File: src/rtl/byte_word_packer_if.sv
// Byte-in / word-out handshake bundle for byte_word_packer.
//   in_valid/in_ready/in_byte/in_last : byte stream into the packer
//   out_valid/out_ready/out_word/out_bytes : packed word stream out
//   word_count : running count of words handed off (mod 2^16)
// slave  : the packer side.
// master : the producer/consumer side (testbench or surrounding logic).
interface byte_word_packer_if;
  logic        in_valid;
  logic        in_ready;
  logic [7:0]  in_byte;
  logic        in_last;
  logic        out_valid;
  logic        out_ready;
  logic [31:0] out_word;
  logic [2:0]  out_bytes;
  logic [15:0] word_count;

  modport slave (
    input  in_valid, in_byte, in_last, out_ready,
    output in_ready, out_valid, out_word, out_bytes, word_count
  );

  modport master (
    output in_valid, in_byte, in_last, out_ready,
    input  in_ready, out_valid, out_word, out_bytes, word_count
  );
endinterface

File: src/rtl/byte_word_packer.sv
// Packs a byte stream into 32-bit words.
//   MSB_FIRST : 1 = first byte in out_word[31:24], 0 = first byte in out_word[7:0]
//   clk       : single clock, rising edge
//   rst_n     : asynchronous active-low reset
//   bus       : byte_word_packer_if.slave (byte input, word output, word_count)
// Four bytes, or fewer when in_last is set, make one word. A completed word
// sits in the output register until the consumer takes it; while it is
// stalled no further bytes are accepted.
module byte_word_packer #(
  parameter bit MSB_FIRST = 1'b1
) (
  input logic                 clk,
  input logic                 rst_n,
  byte_word_packer_if.slave   bus
);

  logic [1:0]  cnt;
  logic [31:0] acc;
  logic [31:0] acc_with_byte;
  logic [4:0]  shift;
  logic        out_valid_q;
  logic [31:0] out_word_q;
  logic [2:0]  out_bytes_q;
  logic [15:0] word_count_q;

  logic accept;
  logic handoff;
  logic complete;

  // Gated by rst_n so nothing is accepted while reset is held.
  assign bus.in_ready = rst_n && (!out_valid_q || bus.out_ready);

  assign accept   = bus.in_valid && bus.in_ready;
  assign handoff  = out_valid_q && bus.out_ready;
  assign complete = accept && (bus.in_last || (cnt == 2'd3));

  // NOTE: every always_comb output gets a value on every path so no latch is inferred.
  always_comb begin
    shift         = MSB_FIRST ? (5'd24 - {cnt, 3'b000}) : {cnt, 3'b000};
    // Accumulator lanes above cnt are always zero, so OR places the byte.
    acc_with_byte = acc | ({24'd0, bus.in_byte} << shift);
  end

  // NOTE: sequential state uses non-blocking assignments so all registers update together.
  always_ff @(posedge clk or negedge rst_n) begin
    if (!rst_n) begin
      cnt          <= 2'd0;
      acc          <= 32'd0;
      out_valid_q  <= 1'b0;
      out_word_q   <= 32'd0;
      out_bytes_q  <= 3'd0;
      word_count_q <= 16'd0;
    end else begin
      if (handoff) begin
        word_count_q <= word_count_q + 16'd1;
      end

      if (accept) begin
        if (complete) begin
          cnt <= 2'd0;
          acc <= 32'd0;
        end else begin
          cnt <= cnt + 2'd1;
          acc <= acc_with_byte;
        end
      end

      // Completion wins over hand-off so back-to-back words keep out_valid high.
      if (complete) begin
        out_valid_q <= 1'b1;
        out_word_q  <= acc_with_byte;
        out_bytes_q <= {1'b0, cnt} + 3'd1;
      end else if (handoff) begin
        out_valid_q <= 1'b0;
      end
    end
  end

  assign bus.out_valid  = out_valid_q;
  assign bus.out_word   = out_word_q;
  assign bus.out_bytes  = out_bytes_q;
  assign bus.word_count = word_count_q;

endmodule

File: src/flat_wrapper.sv
// flat-port wrapper written by rule: the top's interface ports become plain ports
module byte_word_packer_flat 
#(
  parameter bit MSB_FIRST = 1'b1
)
  (clk, rst_n, bus_in_valid, bus_in_byte, bus_in_last, bus_out_ready, bus_in_ready, bus_out_valid, bus_out_word, bus_out_bytes, bus_word_count);
  byte_word_packer_if bus_i ();
  input logic clk;
  input logic rst_n;
  input wire logic [$bits(bus_i.in_valid)-1:0] bus_in_valid;
  input wire logic [$bits(bus_i.in_byte)-1:0] bus_in_byte;
  input wire logic [$bits(bus_i.in_last)-1:0] bus_in_last;
  input wire logic [$bits(bus_i.out_ready)-1:0] bus_out_ready;
  output wire logic [$bits(bus_i.in_ready)-1:0] bus_in_ready;
  output wire logic [$bits(bus_i.out_valid)-1:0] bus_out_valid;
  output wire logic [$bits(bus_i.out_word)-1:0] bus_out_word;
  output wire logic [$bits(bus_i.out_bytes)-1:0] bus_out_bytes;
  output wire logic [$bits(bus_i.word_count)-1:0] bus_word_count;
  assign bus_i.in_valid = bus_in_valid;
  assign bus_i.in_byte = bus_in_byte;
  assign bus_i.in_last = bus_in_last;
  assign bus_i.out_ready = bus_out_ready;
  assign bus_in_ready = bus_i.in_ready;
  assign bus_out_valid = bus_i.out_valid;
  assign bus_out_word = bus_i.out_word;
  assign bus_out_bytes = bus_i.out_bytes;
  assign bus_word_count = bus_i.word_count;
  byte_word_packer #(.MSB_FIRST(MSB_FIRST)) u_core (.clk(clk), .rst_n(rst_n), .bus(bus_i));
endmodule
File: config.mk
export PLATFORM = sky130hd
export DESIGN_NAME = byte_word_packer_flat
export DESIGN_NICKNAME = d
export VERILOG_FILES = /design/src/rtl/byte_word_packer_if.sv /design/src/rtl/byte_word_packer.sv /design/src/flat_wrapper.sv
export SDC_FILE = /design/constraint.sdc
export NUM_CORES = 1
export LEC_CHECK = 0
export CAP_MARGIN = 20
export CELL_PAD_IN_SITES_DETAIL_PLACEMENT = 0
export CELL_PAD_IN_SITES_GLOBAL_PLACEMENT = 1
export CORE_ASPECT_RATIO = 0.6
export CORE_UTILIZATION = 40
export DETAILED_ROUTE_END_ITERATION = 6
export PLACE_DENSITY_LB_ADDON = 0.1
export SETUP_SLACK_MARGIN = 0.4
export SYNTH_ARGS = -nofsm -noshare
export SYNTH_HDL_FRONTEND = slang
export SYNTH_SLANG_ARGS = --single-unit
File: constraint.sdc
create_clock -name clk -period 2.25 [get_ports clk]
set_input_delay 0.45 -clock clk [delete_from_list [all_inputs] [get_ports clk]]
set_output_delay 0.45 -clock clk [all_outputs]
set_load 0.02 [all_outputs]
======== Word-level counts from Yosys, hierarchy flattened ========
Index checks and enable logic that the tools add are counted.
storage, ports and cells
  bits in registers ....................... 86
  word-level logic and storage cells ...... 25
cells by class
  multiplexer cells ....................... 4
  eq/ne operators ......................... 1
  bitwise operators ....................... 1
  shifts and indexed selects .............. 1
  reductions and logical operators ........ 8
  add/subtract/negate cells ............... 4
operator list
  operator                 number
  $mux W32                 1
  $or A32 B32 Y32          1
  $shl A8 B5 Y32           1
  $add A16 B1 Y16 const B  1
  $sub A5 B5 Y5 const A    1
  $logic_and A1 B1 Y1      4
  $add A2 B1 Y3 const B    1
  $add A2 B1 Y2 const B    1
  $eq A2 B2 Y1 const B     1
  $logic_or A1 B1 Y1       2
  $mux W1                  2
  $mux W2                  1
  $reduce_bool A2 Y1       1
  $logic_not A1 Y1         1

======== Longest topological paths before layout ========
Gate-level depths: netlist of the first run.
  depth in word-level cells ............... 6
  depth in mapped cells ................... 8

======== Least setup slack after synthesis of the first run ========
OpenSTA, ideal clock, no wires.
  kind .................................... reg-to-reg
  start point ............................. register u_core.cnt[0]
  end point ............................... register u_core.out_bytes_q[0] (netlist: u_core.bus.out_bytes[0])
  required time ........................... 2124 ps
  clock period less this slack ............ 1666 ps
  stages on the path, launching flop included .. 9
  path buffers ............................ 3
  data arrival time ....................... 1539 ps
  slack ................................... 584 ps
  cell sequence ........................... dfrtp_1 ha_1 nor2_1 or3_1 buf_2 buf_6 buf_6 nand2_1 o21ai_2
on the way
  cells in the longest elaborated chain, start to end .. 3
  elaborated cells on any way between the ends .. 4
  classes of those cells .................. add/sub (1); eq/ne (1); reduce/logical (2)
RTL lines
  what                      RTL line                RTL
  start: declaration        byte_word_packer.sv:17  logic [1:0] cnt;
  start signal: assignment  byte_word_packer.sv:63  cnt <= cnt + 2'd1;
  $eq A2 B2 Y1              byte_word_packer.sv:35  assign complete = accept && (bus.in_last || (cnt == 2'd3));
  $logic_or A1 B1 Y1        byte_word_packer.sv:35
  $logic_and A1 B1 Y1       byte_word_packer.sv:35
  end signal: assignment    byte_word_packer.sv:72  out_bytes_q <= {1'b0, cnt} + 3'd1;
  end: declaration          byte_word_packer.sv:23  logic [2:0] out_bytes_q;
Parallel ways exist; a longest one is shown, timed or not.
A chain may end at the register's enable or synchronous reset.

======== Final worst setup path of the first run ========
  start point ............................. register u_core.word_count_q[3] (netlist: u_core.bus.word_count[3])
  end point ............................... output port bus_word_count[3]
RTL lines
  what                      RTL line                RTL
  start: declaration        byte_word_packer.sv:24  logic [15:0] word_count_q;
  start signal: assignment  byte_word_packer.sv:55  word_count_q <= word_count_q + 16'd1;
  end: declaration          flat_wrapper.sv:18      output wire logic [$bits(bus_i.word_count)-1:0] bus_word_count;
No word-level cell between the ends.

==> results of run 1 <==
==> synth_stat cells (2+ instances only) <==
cell type and instances:
nor2b_1 4, inv_1 2, clkbuf_2 2, buf_6 3, buf_4 3, dfrtp_1 86, a21oi_1 64, xor2_1 5
o21ai_0 18, o21ai_1 17, nand4_1 2, nor3_1 2, clkbuf_1 8, nand3_1 9, nor2_1 39, ha_1 2
nor3b_4 2, buf_2 7, xnor2_1 10, nand2_1 44
==> through the flow <==
stage	hold slack, ns	util (%)
6_report	0.1353	53.64
2_1_floorplan	0.1544	-
3_5_place_dp	0.4658	50.54
3_3_place_gp	0.4609	50.54
5_1_grt	0.1502	53.64
4_1_cts	0.1314	53.46
==> state kept, by name, indices dropped and copies added (netlist names) <==
register               cells
u_core.bus.word_count     16
u_core.acc                32
u_core.cnt                 2
u_core.bus.out_valid       1
u_core.bus.out_bytes       3
u_core.bus.out_word       32
==> area by class of cell <==
cell class,count,share of cell area [%]
clock buffers,13,5.255
clock inverters,2,0.2189
inverters,2,0.1642
multi-input cells,231,26.79
flip-flops and latches,86,47.10
well taps,112,3.065
repair buffers,80,17.41
==> metal layers <==
| layer | up-vias | part of all wire [%] | GRT usage [%] | routed length, µm |
|---|---|---|---|---|
| li1 | 1286 | - | - | - |
| met1 | 1219 | 53 | 29.29 | 4182 |
| met2 | 50 | 41 | 25.41 | 3182 |
| met3 | 9 | 4.8 | 6.212 | 375 |
| met4 | 0 | 1.1 | 6.024 | 89 |
| met5 | - | 0 | 0 | 0 |
==> power by group through the flow <==
stage               combinational (W)  clock (W)  sequential [W]
floorplan                    0.000481          0         0.00239
global placement              0.00139          0         0.00214
detailed placement            0.00140          0         0.00214
CTS                           0.00140    0.00133         0.00212
global route                  0.00152    0.00139         0.00217
finish                        0.00138    0.00128         0.00212
==> cell families after synthesis <==
| kind of cell | share of synthesized area [%] |
|---|---|
| AO/OA/AOI/OAI | 14.61 |
| flip-flops | 61.28 |
| XOR/XNOR | 3.740 |
| adder cells (fa/ha/maj) | 0.7124 |
| AND/OR/NAND/NOR | 15.39 |
| buffers and inverters | 3.954 |
| multiplexers | 0.3206 |
==> how the worst min path moves through the flow <==
stage | startpoint | to | slack, ns
floorplan | rst_n | u_core.acc[0]$_DFFE_PN0P_ | 0.15
global placement | u_core.bus.word_count[15]$_DFFE_PN0P_ | u_core.bus.word_count[15]$_DFFE_PN0P_ | 0.46
detailed placement | u_core.bus.word_count[15]$_DFFE_PN0P_ | u_core.bus.word_count[15]$_DFFE_PN0P_ | 0.47
CTS | rst_n | u_core.bus.word_count[4]$_DFFE_PN0P_ | 0.13
global route | rst_n | u_core.acc[14]$_DFFE_PN0P_ | 0.15
finish | rst_n | u_core.bus.word_count[4]$_DFFE_PN0P_ | 0.14
==> what timing repair did <==
| action | 4_1_cts | 5_1_grt |
|---|---|---|
| pin swaps | 0 | 0 |
| gates resized for setup | 4 | 10 |
| hold endpoints to repair | 0 | 0 |
| endpoints found under the setup margin | 3 | 42 |
==> flow_metrics.tcl, run 1 <==
set metrics [dict create \
    insertion_delay_ns 0.33 \
    setup_viol 0 \
    place.gp.congestion 0.7719 \
    r2r_cells 6 \
    synthArstFlopShare_pct 100.0 \
    hpwl_um 5324 \
    holdCritPathClass "input port to asynchronous set/reset pin" \
    setup_tns_ns 0 \
    worst_pin_slew_ns 0.5960 \
    die_h_um 74.58 \
    place_ws_ns 0.08543 \
    synthTopCellsByArea "dfrtp_1 (61%), a21oi_1 (9.1%), nand2_1 (4.7%)" \
    finalCriticalPeriod_ns 1.800 \
    ant_nets 0 \
    place_inst 511 \
    r2r_start "u_core.cnt[1]$_DFFE_PN0P_" \
    rows 26 \
    vias 2564 \
    p_clk_share_pct 26.9 \
    multi_input_area_um2 1225 \
    drive_gt1_share_pct 9.662 \
    syn_nets 357 \
    synth_top_area_share_pct 61.28 \
    status "finished clean" \
    power_switching_w 0.001504 \
    core_area_um2 8523 \
    ctsHtreeMaxLevel 3 \
    cts_tree "yes" \
    yosys_warnings 0 \
    critical_path_cell_count 1 \
    antenna_found_initial 0 \
    synth-seq-area-share_pct 61.28 \
    power.leakage_nw 2.159 \
    r2r_setup_slack_ns 0.52 \
    ys_seq_elements 86 \
    wl_um 7830 \
    overflow 0 \
    avgViaCountPerCell 4.875 \
    layout_common_cells "dfrtp_1 (85), a21oi_1 (64), clkdlybuf4s50_1 (54)" \
    path_cells "clkdlybuf4s50_1" \
    drc 0 \
    regArea_um2 2153 \
    synth_area_um2 3512 \
    clock_sinks 86 \
    slowest_stage "clkdlybuf4s50_1" \
    synth_area_leader_cell "dfrtp_1" \
    p_total_w 0.004778 \
    drt-initial-drc-count 158 \
    combPwrFrac_pct 28.8 \
    endpoint "bus_word_count[3]" \
    synthToLayoutAreaGrowth_pct 30.17 \
    wire_per_inst_um 14.89 \
    hold_violations 0 \
    fin_crit_sh_pct 80.01 \
    final_common_cell "dfrtp_1" \
    critPathLaunch "u_core.bus.word_count[3]$_DFFE_PN0P_" \
    fin_cells 526 \
    grt_max_degree 69 \
    cts_setup_buffers 0 \
    max_stage_delay_ns 0.62 \
    slew_violations 0 \
    die-area_um2 9171 \
    critical-path-top-delay-family "buffers and inverters" \
    fillers 797 \
    synth-edff-count 0 \
    switching_share_pct 31.48 \
    fin_ws_ns 0.4497 \
    worst-path-max-fanout 4 \
    cp-start-kind "flop" \
    fmax_mhz 555.5 \
    path_clk_slew_ns 0.06 \
    grt_pass1_wl_um 12790 \
    ys.flop_type "dfrtp_1" \
    worst-setup-path-type "flop to primary output" \
    start_util_pct 41.21 \
    first_global_vias 2429 \
    slew_headroom_pct 60.26 \
    io_pins 66 \
    postSynthAreaPerCell_um2 10.27 \
    powerDensity_nw_per_um2 1045 \
    cp-end-kind "primary output" \
    p_int_w 0.003274 \
    grtUsageTotal_pct 19.21 \
    final_nets 425 \
    io_buffers 65 \
    n_antenna_cell 0 \
    placed_area_um2 4308 \
    finalInstanceArea_um2 4572 \
    synthCells 342 \
    netlist-cell-type-count 33 \
    cp_num_buf_inv 1 \
    fin_skew_ns 0.004531 \
    pwr-share-seq_pct 44.3 \
    cts_buffers 9 \
    maxCapViolations 0 \
    worstPathRequired_ns 1.80 \
    cts_root_buf "clkbuf_16" \
    cts_max_path_buffers 2 \
    arrival_ns 1.35 \
    die_w_um 123.0 \
    rsz0062_at_grt "false" \
    postCtsHoldBufs 0 \
    reg2reg_to "u_core.bus.out_word[14]$_DFFE_PN0P_" \
    first_pass_iters 4 \
    peakVddDrop_mv 0.5819 \
]
No activity file was read; power rests on OpenSTA's default activity.
==> run 2: changes to the inputs <==
- CORE_UTILIZATION: 40 -> 36
- clock period: 2.25 -> 1.5 ns (I/O delays scaled with it)
==> run 2 against run 1 <==
Flip-flop and latch count is the same. Sequential power grew 57%. Die area is 11% higher. Register-to-register slack worse by 0.48 ns. Total power rose by 82%. Global-route usage grew 1.3 points. Setup slack got worse by 0.41 ns. Clock-buffer cell count is 1 higher. Via count up 17%. Final cell count up 19%. Clock power is 76% higher. Critical path type is now flop to flop. Critical endpoint is now u_core.bus.out_word[19]$_DFFE_PN0P_. Largest power group unchanged.
==> flow_metrics.tcl, run 2 (synthesis results as in run 1) <==
set metrics [dict create \
    worst-path-max-fanout 16 \
    ant_nets 0 \
    cts_buffers 9 \
    critical-path-top-delay-family "simple AND/OR/NAND/NOR gates" \
    r2r_cells 4 \
    cp_num_buf_inv 1 \
    peakVddDrop_mv 1.067 \
    path_cells "nor2b_4 > or3_4 > clkbuf_16 > o21ai_1" \
    drc 0 \
    n_antenna_cell 0 \
    worstPathRequired_ns 1.75 \
    die_w_um 129.5 \
    first_pass_iters 4 \
    overflow 0 \
    fin_cells 626 \
    final_common_cell "buf_6" \
    postCtsHoldBufs 0 \
    critical_path_cell_count 4 \
    hpwl_um 5769 \
    final_core_util_pct 63.73 \
    place_inst 547 \
    ctsHtreeMaxLevel 3 \
    place_ws_ns -0.4137 \
    start_util_pct 37.67 \
    io_pins 66 \
    die-area_um2 10170 \
    finalCriticalPeriod_ns 1.457 \
    insertion_delay_ns 0.33 \
    final_nets 507 \
    avgViaCountPerCell 4.805 \
    cts_max_path_buffers 2 \
    power.leakage_nw 2.788 \
    fin_crit_sh_pct 97.14 \
    first_global_vias 2944 \
    fin_skew_ns 0.005546 \
    antenna_found_initial 0 \
    powerDensity_nw_per_um2 1465 \
    die_h_um 78.51 \
    wire_per_inst_um 15.66 \
    io_buffers 65 \
    cts_tree "yes" \
    cts_root_buf "clkbuf_16" \
    hold_violations 0 \
    synthToLayoutAreaGrowth_pct 69.18 \
    wl_um 9802 \
    path_clk_slew_ns 0.06 \
    slew_headroom_pct 51.55 \
    whs_ns 0.01150 \
    fin_ws_ns 0.04291 \
    drt-initial-drc-count 172 \
    cp-end-kind "flop" \
    maxCapViolations 0 \
    holdCritPathClass "input port to asynchronous set/reset pin" \
    place.gp.congestion 0.7538 \
    vias 3008 \
    status "finished clean" \
    setup_viol 0 \
    rsz0062_at_grt "true" \
    core_area_um2 9324 \
    setup_tns_ns 0 \
    fillers 754 \
    arrival_ns 1.71 \
    grt_max_degree 58 \
    worst-setup-path-type "flop to flop" \
    clock_sinks 86 \
    layout_common_cells "buf_6 (79), dfrtp_1 (72), buf_4 (64)" \
    slew_violations 0 \
    slowest_stage "or3_4" \
    grtUsageTotal_pct 20.48 \
    cp-start-kind "flop" \
    worst_pin_slew_ns 0.7268 \
    fmax_mhz 686.3 \
    grt_pass1_wl_um 15460 \
    max_stage_delay_ns 0.44 \
    rows 27 \
    drive_gt1_share_pct 55.04 \
]
-- run 2: cell count changes in the layout (fill, tap and decap cells not counted), sizes merged --
cell | before | now
bufinv | 0 | 1
clkdlybuf4s50 | 54 | 9
clkbuf | 14 | 15
clkinv | 2 | 0
buf | 16 | 150
dlymetal6s2s | 7 | 0
-- run 2: report_power, final --
group	total (W)	internal, W	switching [W]
logic	0.00313	0.00167	0.00146
clock network	0.00225	0.00142	0.000833
registers	0.00332	0.00286	0.000457
total	0.00870	0.00595	0.00275
-- run 2: routing by layer --
metal	track usage, %	up-vias	routed length (µm)
li1	-	1458	-
met1	29.96	1484	4872
met2	29.62	58	4434
met3	5.112	8	392
met4	6.279	0	102
met5	0	-	0
-- run 2: repair_timing --
item / in CTS / in global routing
setup endpoints to repair: 138 / 139
pin swaps: 59 / 18
buffers inserted: 40 / 20
cloned: 3 / 1
gates resized for setup: 399 / 67
-- run 2: worst reg2reg max path: cells and delay by family (launching register included) --
family	cells	cell delay, ns
AND/OR/NAND/NOR	2	0.59
flip-flops	1	0.41
buffers and inverters	1	0.22
AO/OA/AOI/OAI	1	0.17
-- run 2: through the flow --
stage	area [µm²]	total power (W)
2_1_floorplan	3620	0.004366
3_3_place_gp	4576	0.005419
3_5_place_dp	4576	0.005451
4_1_cts	5550	0.008316
5_1_grt	5942	0.009181
6_report	5942	0.008703
-- run 2: path summary, 6_finish.rpt --
kind | from | endpoint | slack [ns]
min in group clk | u_core.acc[13]$_DFFE_PN0P_ | u_core.acc[13]$_DFFE_PN0P_ | 0.49
setup / recovery | u_core.bus.out_valid$_DFFE_PN0P_ | u_core.bus.out_word[19]$_DFFE_PN0P_ | 0.04
hold / removal | rst_n | u_core.bus.out_word[17]$_DFFE_PN0P_ | 0.01
setup reg to reg | u_core.bus.out_valid$_DFFE_PN0P_ | u_core.bus.out_word[19]$_DFFE_PN0P_ | 0.04
hold reg to reg | u_core.acc[13]$_DFFE_PN0P_ | u_core.acc[13]$_DFFE_PN0P_ | 0.49
max in group asynchronous | rst_n | u_core.bus.word_count[10]$_DFFE_PN0P_ | 0.75
-- run 2: layout make-up --
type	count	area, µm²	share of cell area [%]
sequential	86	2170	36.51
multi-input combinational	231	1670	28.11
timing repair buffer	162	1628	27.40
clock buffer	14	274.0	4.611
tap	130	162.7	2.737
clock inverter	1	30.03	0.5054
inverter	2	7.507	0.1263
